[src/rtl/ls_pkg.sv]
// ls_pkg: opcode constants, state encoding and error codes for the load/store controller
package ls_pkg;
   localparam logic [1:0] OP_LOAD    = 2'b00;
   localparam logic [1:0] OP_NOP     = 2'b01;
   localparam logic [1:0] OP_ILLEGAL = 2'b10;
   localparam logic [1:0] OP_STORE   = 2'b11;
   localparam logic [1:0] ERR_NONE    = 2'b00;
   localparam logic [1:0] ERR_ILLEGAL = 2'b01;
   localparam logic [1:0] ERR_TIMEOUT = 2'b10;
   typedef enum logic [1:0] {S_IDLE, S_RD, S_WR, S_WB} state_t;
endpackage

[src/rtl/ls_wait_timer.sv]
// ls_wait_timer: counts memory request cycles and flags the last one that has no ack
module ls_wait_timer #(
   parameter int TIMEOUT = 15
) (
   input  logic clk,
   input  logic rst_n,
   input  logic clear,
   input  logic enable,
   input  logic ack,
   output logic expired
);
   logic [7:0] cnt;
   always_ff @(posedge clk) begin
      if (!rst_n || clear) cnt <= '0;
      else if (enable && !ack) cnt <= cnt + 8'd1;
   end
   // cnt holds the number of completed request cycles, so the TIMEOUT-th cycle sees TIMEOUT-1
   assign expired = enable & ~ack & (cnt == 8'(TIMEOUT - 1));
endmodule

[src/rtl/ls_control_fsm.sv]
// ls_control_fsm: sequences LOAD/STORE/NOP/ILLEGAL instructions onto a memory request bus
module ls_control_fsm
   import ls_pkg::*;
#(
   parameter int ADDR_W  = 8,
   parameter int DATA_W  = 8,
   parameter int TIMEOUT = 15
) (
   input  logic              clk,
   input  logic              rst_n,
   input  logic              instr_valid,
   output logic              instr_ready,
   input  logic [1:0]        opcode,
   input  logic [ADDR_W-1:0] addr,
   input  logic [DATA_W-1:0] wdata,
   output logic              mem_read,
   output logic              mem_write,
   output logic [ADDR_W-1:0] mem_addr,
   output logic [DATA_W-1:0] mem_wdata,
   input  logic              mem_ack,
   input  logic [DATA_W-1:0] mem_rdata,
   output logic              reg_write,
   output logic [DATA_W-1:0] reg_wdata,
   output logic              done,
   output logic              err,
   output logic [1:0]        err_code
);
   state_t state, state_d;
   logic ready_q, done_q, err_q, done_d, err_d, accept, busy, expired;
   logic [1:0] code_q, code_d;
   logic [ADDR_W-1:0] addr_q;
   logic [DATA_W-1:0] wdata_q, rdata_q;

   ls_wait_timer #(.TIMEOUT(TIMEOUT)) u_timer (
      .clk(clk), .rst_n(rst_n), .clear(accept), .enable(busy), .ack(mem_ack), .expired(expired)
   );

   always_ff @(posedge clk) begin
      if (!rst_n) begin
         state   <= S_IDLE;
         ready_q <= 1'b0;
         done_q  <= 1'b0;
         err_q   <= 1'b0;
         code_q  <= ERR_NONE;
         addr_q  <= '0;
         wdata_q <= '0;
         rdata_q <= '0;
      end else begin
         state   <= state_d;
         ready_q <= state_d == S_IDLE;
         done_q  <= done_d;
         err_q   <= err_d;
         code_q  <= code_d;
         if (accept) begin
            addr_q  <= addr;
            wdata_q <= wdata;
         end
         if (state == S_RD && mem_ack) rdata_q <= mem_rdata;
      end
   end

   always_comb begin
      accept = instr_valid & ready_q;
      busy   = state == S_RD || state == S_WR;
      unique case (state)
         S_IDLE:  state_d = !accept ? S_IDLE : opcode == OP_LOAD ? S_RD : opcode == OP_STORE ? S_WR : S_IDLE;
         S_RD:    state_d = mem_ack ? S_WB : expired ? S_IDLE : S_RD;
         S_WR:    state_d = (mem_ack || expired) ? S_IDLE : S_WR;
         default: state_d = S_IDLE;
      endcase
      // done is registered one cycle early so it lands in the WB cycle alongside reg_write
      done_d = (accept && opcode == OP_NOP) || (busy && mem_ack);
      err_d  = (accept && opcode == OP_ILLEGAL) || expired;
      code_d = !err_d ? ERR_NONE : accept ? ERR_ILLEGAL : ERR_TIMEOUT;
   end

   always_comb begin
      instr_ready = ready_q;
      mem_read    = state == S_RD;
      mem_write   = state == S_WR;
      mem_addr    = addr_q;
      mem_wdata   = wdata_q;
      reg_write   = state == S_WB;
      reg_wdata   = rdata_q;
      done        = done_q;
      err         = err_q;
      err_code    = code_q;
   end
endmodule

[config.mk]
export PLATFORM = sky130hd
export DESIGN_NAME = ls_control_fsm
export DESIGN_NICKNAME = d
export VERILOG_FILES = /design/src/rtl/ls_pkg.sv /design/src/rtl/ls_wait_timer.sv /design/src/rtl/ls_control_fsm.sv
export SDC_FILE = /design/constraint.sdc
export NUM_CORES = 1
export LEC_CHECK = 0
export ABC_AREA = 1
export BUFFER_PORTS_ARGS = -buffer_cell sky130_fd_sc_hd__buf_2
export CORE_ASPECT_RATIO = 1.2
export CORE_MARGIN = 2
export CORE_UTILIZATION = 30
export CTS_CLUSTER_DIAMETER = 40
export DETAILED_ROUTE_END_ITERATION = 10
export SYNTH_ARGS = -nofsm -noshare
export SYNTH_HDL_FRONTEND = slang
export SYNTH_SLANG_ARGS = --single-unit
[constraint.sdc]
create_clock -name clk -period 1.45 [get_ports clk]
set_input_delay 0.0725 -clock clk [delete_from_list [all_inputs] [get_ports clk]]
set_output_delay 0.0725 -clock clk [all_outputs]
set_load 0.01 [all_outputs]
==> flow_summary.json <==
{
  "r2r_cells": 10,
  "worstSetupEndpointType": "flop",
  "crit_chain": "inv_2 -> ha_4 -> nand3_4 -> nor2_4 -> nand2_2 -> nand2_1 -> nand2_1 -> nand2_1 -> nand2_1 -> nor2_2",
  "dr.pass1.iters": 4,
  "synth_top_cell_area_share": 0.488,
  "syn_area_um2": 1600,
  "cp.required_ps": 1680,
  "path_max_fanout": 3,
  "crit_path_start": "state[0]",
  "max_freq_ghz": 0.734,
  "synth_cells": 210,
  "clkTransAtPathRegs_ps": 70,
  "cap_violations": 0,
  "start_util": 0.306,
  "synth_top_cell_by_area": "dfxtp_1",
  "cts_hold_buffers": 0,
  "cts_tree": "yes",
  "hold_viol_final": 0,
  "dp_hpwl_um": 2720,
  "fin_area_um2": 2190,
  "htree_levels": 2,
  "endpoint": "instr_ready",
  "comb_power_share": 0.120,
  "area_delta_synth_final_pct": 36.7,
  "crit_arrival_ps": 1590,
  "cts_made_buffers": 5,
  "fillers": 568,
  "clock_skew_ps": 4.13,
  "num_rows": 29,
  "grt_pass1_wl_um": 5990,
  "finalCritPeriodShare": 0.940,
  "p_leak_nw": 1.04,
  "cts_root_buf": "clkbuf_8",
  "antenna_left": 0,
  "clockBufferDepth": 2,
  "irDropWorstVdd_v": 0.000358,
  "synth_cell_type_count": 27,
  "core_um2": 5230,
  "pwr-share-clk": 0.394,
  "crit_type": "flop to flop",
  "internal-power_mw": 1.80,
  "io_pins": 62,
  "n_antenna_cell": 0,
  "crit_slowest_cell": "dfxtp_2",
  "drive_gt1_frac": 0.367,
  "grt_usage": 0.126,
  "wl_per_cell_um": 10.9,
  "routabilityCongestion": 0.789,
  "final_cells": 345,
  "postSynthAreaPerCell_um2": 7.62,
  "die_w_um": 70.7,
  "final-seq-area_um2": 783,
  "layout_common_cells": "buf_2 (61), nor2_1 (58), dfxtp_1 (37), o21ai_0 (25), nand2_1 (21)",
  "synthTopCellsByArea": "dfxtp_1 (49%), nor2_1 (14%), o21ai_0 (7.8%), nand2_1 (4.9%), ha_1 (4.7%)",
  "die-area_um2": 5940,
  "switching_share": 0.235,
  "slew_headroom": 0.783,
  "final_common_cell": "buf_2",
  "drt_iter0_markers": 74,
  "r2r_end": "instr_ready",
  "setup_viol": 0,
  "r2r_setup_slack_ps": 90,
  "report.final.slew_viol_count": 0,
  "dpl_cell_area_um2": 1990,
  "worstSkewPairLatency_ps": 280,
  "num_vias": 1529,
  "cts.sink_count": 39,
  "route.detailed.drc": 0,
  "yosys_register_bits": 39,
  "power_mw": 2.35,
  "period_needed_ps": 1360,
  "fin_nets": 318,
  "viasPerCell": 4.43,
  "grt_overflow": 0,
  "syn-num-nets": 246,
  "numPortBuffers": 61,
  "wl_um": 3780,
  "multi_input_area_um2": 749,
  "p_sw_mw": 0.552,
  "placedCellCount": 332,
  "yosys_warnings": 0,
  "crit_path_frequent_cell": "nand2_1",
  "power-per-cell-area_nw_per_um2": 1080,
  "seq_area_frac_synth": 0.488,
  "status": "finished, final reports clean",
  "worstMarginPinSlew_ps": 322,
  "antenna_found_initial": 0,
  "seqPwrFrac": 0.486,
  "grt_max_degree": 28,
  "reg2reg_from": "state[0]",
  "cp-start-kind": "flop",
  "grt_pass1_vias": 1399,
  "hold_path_class": "input pin to flop",
  "cpPeakStageDelay_ps": 350,
  "die_h_um": 84.0
}
-- per-stage QoR --
stage | utilization | worst slack (ps) | TNS [ps] | hold WS, ps
final | 0.419 | 87.1 | 0 | 34.5
after detailed placement | 0.380 | 13.1 | 0 | 331
after global routing | 0.419 | -34.5 | -52.1 | 33.2
after floorplan | - | 125 | 0 | 220
after CTS | 0.403 | 11.7 | 0 | 23.2
after global placement | 0.380 | 60.5 | 0 | 322
-- Yosys cell counts --
cell type and number:
nor2_2 5, dfxtp_1 39, inv_1 15, and2_1 1, nand2_2 5, nand2_1 21
nand4_1 2, clkbuf_1 2, nand3_1 4, a21oi_2 1, buf_2 2, clkbuf_2 1
a21oi_1 5, buf_6 1, inv_2 3, o21ai_0 25, o31ai_1 1, clkinv_2 1
inv_4 1, nor3_1 5, xor2_1 1, nor2_1 59, nand3b_1 1, ha_1 6
or2_1 1, nor3_2 1, a31oi_1 1
-- worst max-delay path, delay by kind of cell, from the launching register on --
| family | cells | cell delay, ps |
|---|---|---|
| fa+ha+maj | 1 | 290 |
| flops | 1 | 350 |
| simple gates | 8 | 620 |
| buf+inv | 1 | 50 |
-- power by group through the flow --
stage          clock network [mW]  registers (mW)  logic (mW)
2_1_floorplan                   0            1.19       0.132
3_3_place_gp                    0            1.17       0.269
3_5_place_dp                    0            1.17       0.270
4_1_cts                     0.965            1.14       0.271
5_1_grt                     0.998            1.15       0.320
6_report                    0.927            1.14       0.282
-- logic make-up (layout without fill, tap and decap cells) --
kind of cell,Yosys count,in the layout,share of synthesized area
xor gates and xnor gates,1,1,0.00547
buffers and inverters,26,99,0.0704
and+or+nand+nor,105,105,0.281
DFF,39,39,0.488
adders and majority gates,6,6,0.0469
AOI/OAI and AO/OA,33,33,0.108
-- registers in the layout (all words and copies together), names as in the netlist --
signal,count
err_code,2
instr_ready,1
state,2
reg_wdata,8
mem_wdata,8
mem_addr,8
done,1
u_timer.cnt,8
err,1
-- area by class of cell --
type                            count  area share
Sequential cell                    39       0.358
Clock buffer                        6      0.0378
Tap cell                           62      0.0355
Multi-Input combinational cell    145       0.343
Inverter                           20      0.0360
Timing Repair Buffer               71       0.174
Clock inverter                      2      0.0160
-- repair_timing --
action	in CTS	in global routing
setup endpoints to repair	1	9
endpoints found under the hold margin	0	0
buffers inserted	0	5
pin swaps	0	5
cloned	0	0
gates resized for setup	1	10
-- routing by layer --
metal | global-route usage | vias up | wire length (µm)
met5 | 0 | - | 0
met2 | 0.209 | 38 | 1800
met1 | 0.152 | 682 | 1710
met3 | 0.0326 | 4 | 198
li1 | - | 805 | -
met4 | 0.0566 | 0 | 66
-- worst min path at each step --
stage / depth (start not counted) / endpoint / slack [ps] / from
floorplan: 2 / done / 220 / mem_ack
global placement: 3 / mem_wdata[3] / 320 / wdata[3]
detailed placement: 3 / reg_wdata[6] / 330 / mem_rdata[6]
CTS: 3 / reg_wdata[6] / 20 / mem_rdata[6]
global route: 3 / reg_wdata[7] / 30 / mem_rdata[7]
finish: 3 / reg_wdata[2] / 30 / mem_rdata[2]
No activity file was read; power rests on OpenSTA's default activity.
